[src/rtl/hist_pkg.sv]
// rtl/hist_pkg.sv - shared sizes and readout state type for the histogram reader
package hist_pkg;

  localparam int BINS   = 256;
  localparam int ADDR_W = 8;
  localparam int CNT_W  = 18;
  localparam int CUM_W  = 26;
  localparam int RD_LAT = 2;

  typedef enum logic [2:0] {
    S_IDLE,
    S_READ,
    S_WAIT,
    S_EMIT,
    S_CLEAR,
    S_DONE
  } hist_rd_state_t;

endpackage

[src/rtl/histogram_reader.sv]
// rtl/histogram_reader.sv - sweeps the histogram store, streams bins with cumulative counts, finds the percentile bin
module histogram_reader #(
  parameter int BINS   = hist_pkg::BINS,
  parameter int ADDR_W = hist_pkg::ADDR_W,
  parameter int CNT_W  = hist_pkg::CNT_W,
  parameter int CUM_W  = hist_pkg::CUM_W,
  parameter int RD_LAT = hist_pkg::RD_LAT
) (
  input  logic              iClk,
  input  logic              iRst_n,
  input  logic              iStart,
  input  logic [CUM_W-1:0]  iTarget,
  output logic              oRdEn,
  output logic [ADDR_W-1:0] oRdAddr,
  input  logic [CNT_W-1:0]  iRdData,
  output logic              oValid,
  input  logic              iReady,
  output logic [ADDR_W-1:0] oBin,
  output logic [CNT_W-1:0]  oCount,
  output logic [CUM_W-1:0]  oCum,
  output logic              oLast,
  output logic              oClearRam,
  output logic [ADDR_W-1:0] oThresh,
  output logic              oThreshFound,
  output logic              oBusy,
  output logic              oDone
);
  import hist_pkg::*;

  localparam int LAT_W = (RD_LAT > 1) ? $clog2(RD_LAT) : 1;
  localparam logic [ADDR_W-1:0] LAST_ADDR = ADDR_W'(BINS - 1);

  hist_rd_state_t state, stateNext;

  logic [ADDR_W-1:0] addr;
  logic [LAT_W-1:0]  latCnt;
  logic [CUM_W-1:0]  target;
  logic [CUM_W-1:0]  cum;
  logic [CUM_W-1:0]  cumNext;
  logic [CNT_W-1:0]  count;
  logic [ADDR_W-1:0] thresh;
  logic              found;
  logic              isLast;
  logic              xfer;

  assign isLast  = (addr == LAST_ADDR);
  assign xfer    = (state == S_EMIT) && iReady;
  assign cumNext = cum + CUM_W'(iRdData);

  always_ff @(posedge iClk) begin
    if (!iRst_n) begin
      state  <= S_IDLE;
      addr   <= '0;
      latCnt <= '0;
      target <= '0;
      cum    <= '0;
      count  <= '0;
      thresh <= '0;
      found  <= 1'b0;
    end else begin
      state <= stateNext;
      case (state)
        S_IDLE: begin
          if (iStart) begin
            target <= iTarget;
            cum    <= '0;
            addr   <= '0;
            thresh <= '0;
            found  <= 1'b0;
          end
        end
        S_READ: latCnt <= LAT_W'(RD_LAT - 1);
        S_WAIT: begin
          if (latCnt == '0) begin
            count <= iRdData;
            cum   <= cumNext;
            // First bin whose cumulative count reaches the target wins; later bins never override it
            if (!found && (cumNext >= target)) begin
              found  <= 1'b1;
              thresh <= addr;
            end
          end else begin
            latCnt <= latCnt - 1'b1;
          end
        end
        S_EMIT: begin
          if (xfer) begin
            if (!isLast) addr <= addr + 1'b1;
            else if (!found) thresh <= LAST_ADDR;
          end
        end
        default: ;
      endcase
    end
  end

  always_comb begin
    stateNext = state;
    case (state)
      S_IDLE:  if (iStart) stateNext = S_READ;
      S_READ:  stateNext = S_WAIT;
      S_WAIT:  if (latCnt == '0) stateNext = S_EMIT;
      S_EMIT:  if (xfer) stateNext = isLast ? S_CLEAR : S_READ;
      S_CLEAR: stateNext = S_DONE;
      S_DONE:  stateNext = S_IDLE;
      default: stateNext = S_IDLE;
    endcase
  end

  assign oRdEn        = (state == S_READ);
  assign oRdAddr      = addr;
  assign oValid       = (state == S_EMIT);
  assign oBin         = addr;
  assign oCount       = count;
  assign oCum         = cum;
  assign oLast        = (state == S_EMIT) && isLast;
  assign oClearRam    = (state == S_CLEAR);
  assign oThresh      = thresh;
  assign oThreshFound = found;
  assign oBusy        = (state != S_IDLE);
  assign oDone        = (state == S_DONE);

endmodule

[config.mk]
export PLATFORM = sky130hd
export DESIGN_NAME = histogram_reader
export DESIGN_NICKNAME = d
export VERILOG_FILES = /design/src/rtl/hist_pkg.sv /design/src/rtl/histogram_reader.sv
export SDC_FILE = /design/constraint.sdc
export NUM_CORES = 1
export LEC_CHECK = 0
export CORE_MARGIN = 2
export CORE_UTILIZATION = 51
export DETAILED_ROUTE_END_ITERATION = 10
export PLACE_DENSITY = 0.81
export SLEW_MARGIN = 25
export SYNTH_ARGS = -nofsm -noshare
export SYNTH_HDL_FRONTEND = slang
export SYNTH_SLANG_ARGS = --single-unit
[constraint.sdc]
create_clock -name iClk -period 5.5 [get_ports iClk]
set_input_delay 1.375 -clock iClk [delete_from_list [all_inputs] [get_ports iClk]]
set_output_delay 1.375 -clock iClk [all_outputs]
set_load 0.02 [all_outputs]
Yosys cells after proc, flatten, opt, wreduce, memory -nomap -nowiden
Index checks and enable logic that the tools add are counted.

Register bits: 91. Input bits: 48. Output and inout bits: 75.

Add/subtract/negate cells: 3. $lt $le $gt $ge: 1. Eq/ne operators: 13. Mux-type cells: 24. Bitwise logic cells: 1. Reductions and logical operators: 17.

Operator list (count): $mux W8 (8); $mux W26 (2); $pmux W26 S2 (1); $add A26 B18 Y26 (1); $ge A26 B26 Y1 (1); $pmux W8 S3 (1); $pmux W8 S2 (1); $pmux W3 S5 (1); $mux W3 (4); $ne A2 B2 Y1 const B (5); $add A8 B1 Y8 const B (1); $eq A8 B8 Y1 const B (1); $reduce_and A4 Y1 (2); $reduce_and A7 Y1 (1); $eq A3 B2 Y1 const B (2); $eq A3 B3 Y1 const B (2); $reduce_and A3 Y1 (2); $reduce_bool A2 Y1 (3); $reduce_bool A3 Y1 (2); $mux W1 (4); $ne A2 B1 Y1 const B (2); $pmux W1 S2 (2); $reduce_and A2 Y1 (2); $eq A3 B1 Y1 const B (1); other kinds (5) (7).

Depth between registers and ports, before layout
Word-level depth: 6. Gate-level depth with buffers: 20. Gate-level depth less buffers: 20.

Least setup slack after synthesis
OpenSTA, ideal clock, no wires.

Kind: input port to flip-flop. Start point: input port iRdData[0]. End point: register thresh[2] (netlist: oThresh[2]). Library setup time: 60 ps. Arrival: 4885 ps. Data required time: 5440 ps. Setup slack: 555 ps. Stages: 20. Buffers on the path: 0. Cells stage by stage: ha_1 -> inv_1 -> fa_1 -> nand2b_1 -> a21oi_2 -> o21ai_2 -> o21ai_2 -> o21ai_2 -> a21o_1 -> nor2_1 -> xor2_1 -> ha_1 -> nand4_1 -> inv_1 -> a221oi_1 -> o211ai_1 -> o31ai_1 -> a31oi_1 -> nor2b_1 -> a221o_1.

Word-level cells in the longest chain between the ends: 5.

RTL lines: start, declared (RTL line histogram_reader.sv:15) `input logic [CNT_W-1:0] iRdData,`; $add A26 B18 Y26 (RTL line histogram_reader.sv:48) `assign cumNext = cum + CUM_W'(iRdData);`; $ge A26 B26 Y1 (RTL line histogram_reader.sv:78) `if (!found && (cumNext >= target)) begin`; $logic_and A1 B1 Y1 (RTL line histogram_reader.sv:78); $ne A2 B2 Y1 (no line); $reduce_and A7 Y1 (no line); end signal, assigned (RTL line histogram_reader.sv:80) `thresh <= addr;`; end, declared (RTL line histogram_reader.sv:41) `logic [ADDR_W-1:0] thresh;`.

No other way between the ends. A chain may end at the register's enable or synchronous reset.

Final worst setup path
Start point: input port iRdData[0]. End point: register thresh[1] (netlist: oThresh[1]).

Same word-level chain as after synthesis.

==> metrics <==
RSZ-0062 raised after global routing no; r2r startpoint oCum[0]$_SDFFE_PN0P_; Unique masters post-synth 56; CTS Buf Count 9; first-pass GRT wire length 22800 um; register area about 1800 um2; Port Buffers approximately 120; most common cell after layout, fill and taps aside nand2_1; largest net degree at the start of global routing 53; worst reg2reg setup slack 1.38 ns; WL per Instance 15.3 um; RR Endpoint oThresh[1]$_SDFFE_PN0P_; Iteration-0 DRC Markers 285; Die W 105 um; CTS tree built; crit-path max FO 9; Hold Path Origin oCount[1]$_SDFFE_PN0P_; post-synthesis sequential area ratio 0.348; synthesized flop and latch total 91; final antenna-violating net count 0; clk sinks 91; clock-pin slew on the worst setup and hold paths ~0.09 ns; Die ar. around 11000 um2; max-slew violations 0; Max transition margin 0.474; Crit path depth 21; Worst Clk Skew 0.00519 ns; Post-Syn Area ~5200 um2; dpl hpwl 10500 um; Max stage delay cell, worst path clkdlybuf4s50_1; Async SR Flop Fraction 0; final-report hold violation count 0; share of layout cells above drive strength 1 0.0861; Synth Instances 647; Core Util, Final 0.703; status complete, no violations; fmax 0.190 GHz; critical path's largest stage delay 0.49 ns; met1 Usage GRT 0.326; GR peak layer met2; Max Cap Viol 0; CP Capture Type flop; met2 Track Usage GR 0.421; Remaining DRCs 0; TritonRoute pass-1 iters 5; leakage power 2.75 nW; row count 36; die height 105 um; Post-synth EDFFs 0; most frequent cells in the layout nand2_1, clkdlybuf4s50_1, dfxtp_1; area of the multi-input gates 3160 um2; Initial Utilization 0.531; crit path DAT ~5.5 ns; Routability Congestion 0.916; worst hold path type reg -> reg; Final nets about 870; mean number of vias per cell between 5 and 6; number of fill cells in the layout 810; min Tclk post-route 5.25 ns; WP data required between 5 and 6 ns; grt total ovfl 0; Slew @ Worst Pin 0.788 ns; hold buffers post-CTS 0; Mapped Nets 741; Setup CP Type in -> reg; CP Launch Type input pin; PwrDens 251 nW/um2; # setup viols final 0; CP Capture Point oThresh[1]$_SDFFE_PN0P_; initial antenna violation count 0; CP dominant cell by count o21ai_2; clock tree buffer depth 2; CP top delay family compound AO/OA/AOI/OAI gates; Warnings, synthesis 0; Inserted Diodes 0; vias in the first global route 4895; CP startpoint iRdData[0]; Area Growth Syn to Fin 32.3%; Core Area 9860 um2; clk root buf clkbuf_8; H-tree lvl count 3; period utilisation layout 0.955; Avg Cell Area, Syn approximately 8 um2; num ports 123; drt total wl 14000 um; R2R depth 20; Worst IR Drop VDD between 0.0001 and 0.00015 V; top_reg_cell synth dfxtp_1; Total GRT Usage 0.252; M3 GR Usage 0.0365; CP bufs+invs 4; critical path, cell by cell clkdlybuf4s50_1 > ha_2 > inv_1 > fa_1 > nand2b_4 > a21oi_2 > o21ai_2 > o21ai_2 > o21ai_2 > a21o_1 > nor2_2 > xor2_1 > ha_1 > nand4_1 > inv_1 > a221oi_2 > o211ai_1 > o31ai_1 > buf_4 > a211oi_2 > a211o_1; via count approximately 5k; Setup TNS Final 0 ns; clock latency on the worst-skew pair ~0.37 ns
==> metrics by stage <==
stage / worst slack [ns] / hold WS, ns / instances / power (W) / instance area [um2]
global placement: -0.0389 / 0.450 / 892 / 0.00123 / 6650
global route: 0.0315 / 0.484 / 911 / 0.00183 / 6930
finish: 0.246 / 0.464 / 911 / 0.00174 / 6930
detailed placement: -0.236 / 0.457 / 892 / 0.00125 / 6650
CTS: 0.152 / 0.470 / 908 / 0.00174 / 6870
floorplan: 0.555 / 0.443 / 647 / 0.00105 / 5240
==> synth_stat cells, types with 2 or more instances <==
cell | number | area, um2
a221o_1 | 6 | 60.1
nor2_1 | 33 | 124
and4_1 | 3 | 26.3
nor3b_1 | 3 | 22.5
nand2b_1 | 5 | 31.3
nand2_1 | 128 | 480
nor3_1 | 6 | 30.0
o21bai_1 | 4 | 30.0
a22o_1 | 6 | 52.6
o31ai_1 | 3 | 22.5
buf_4 | 8 | 60.1
xnor2_1 | 11 | 96.3
or3_1 | 3 | 18.8
and3_1 | 4 | 25.0
a211oi_1 | 6 | 45.0
a31oi_1 | 3 | 18.8
ha_1 | 45 | 563
a21boi_1 | 2 | 15.0
clkbuf_1 | 26 | 97.6
o211ai_1 | 5 | 37.5
o21ai_1 | 5 | 25.0
a21boi_0 | 56 | 420
inv_1 | 37 | 139
a21oi_1 | 28 | 140
a21oi_2 | 2 | 17.5
dfxtp_1 | 91 | 1820
nor2b_1 | 9 | 56.3
a211o_1 | 3 | 26.3
xor2_1 | 15 | 131
a21o_1 | 12 | 90.1
and2_1 | 7 | 43.8
o21ai_2 | 3 | 26.3
or4_1 | 2 | 15.0
nand3_1 | 21 | 105
nand4_1 | 8 | 50.1
o21ai_0 | 18 | 90.1
==> kinds of logic (layout without fill, tap and decap cells) <==
family	after synthesis	count (layout)	synth area share
simple gates	237	237	0.205
compound gates	173	173	0.232
flops	91	91	0.348
buf+inv	73	204	0.0580
fa+ha+maj	46	46	0.111
xor+xnor	26	26	0.0435
mux	1	1	0.00215
==> report_power, final <==
group / total [W] / switching, W / internal, W
combinational: 0.000511 / 0.000285 / 0.000226
clock: 0.000496 / 0.000243 / 0.000254
sequential: 0.000735 / 0.0000361 / 0.000699
==> metal layers <==
| metal | wire [um] | share of wire | up-vias |
|---|---|---|---|
| li1 | - | - | 2489 |
| met1 | 6260 | 0.45 | 2323 |
| met2 | 6760 | 0.48 | 135 |
| met5 | 0 | 0 | - |
| met4 | 237 | 0.017 | 0 |
| met3 | 692 | 0.050 | 18 |
==> worst register-to-register path, cell delays in order (launching register included) <==
cell	delay (ns)
dfxtp_1	0.36
ha_2	0.19
inv_1	0.05
fa_1	0.39
nand2b_4	0.16
a21oi_2	0.20
o21ai_2	0.12
o21ai_2	0.17
o21ai_2	0.09
a21o_1	0.23
nor2_2	0.15
xor2_1	0.18
ha_1	0.27
nand4_1	0.11
inv_1	0.06
a221oi_2	0.25
o211ai_1	0.11
o31ai_1	0.27
buf_4	0.18
a211oi_2	0.14
a211o_1	0.33
==> sequential cells by signal, summed over array words and instances, names as in the netlist <==
signal        count
latCnt            1
oBin              8
oCount           18
oCum             26
oThresh           8
oThreshFound      1
state             3
target           26
==> how the worst min path moves through the flow <==
stage,end,slack (ns),cells after the start
global placement,oCount[4]$_SDFFE_PN0P_,0.45,2
finish,oCount[1]$_SDFFE_PN0P_,0.46,2
global route,target[8]$_SDFFE_PN0P_,0.48,2
detailed placement,oCount[1]$_SDFFE_PN0P_,0.46,2
CTS,oCount[1]$_SDFFE_PN0P_,0.47,2
floorplan,target[10]$_SDFFE_PN0P_,0.44,2
==> layout make-up <==
cell class,count,area share
Clock inverter,7,0.0134
Timing Repair Buffer,150,0.206
Sequential cell,91,0.263
Inverter,38,0.0206
Multi-Input combinational cell,483,0.456
Clock buffer,9,0.0179
Tap cell,133,0.0240
==> what timing repair did <==
item                                    CTS  global route
endpoints found under the setup margin    0             9
gates resized for setup                   0            10
setup buffers                             0             3
(Power assumes the default switching activity.)
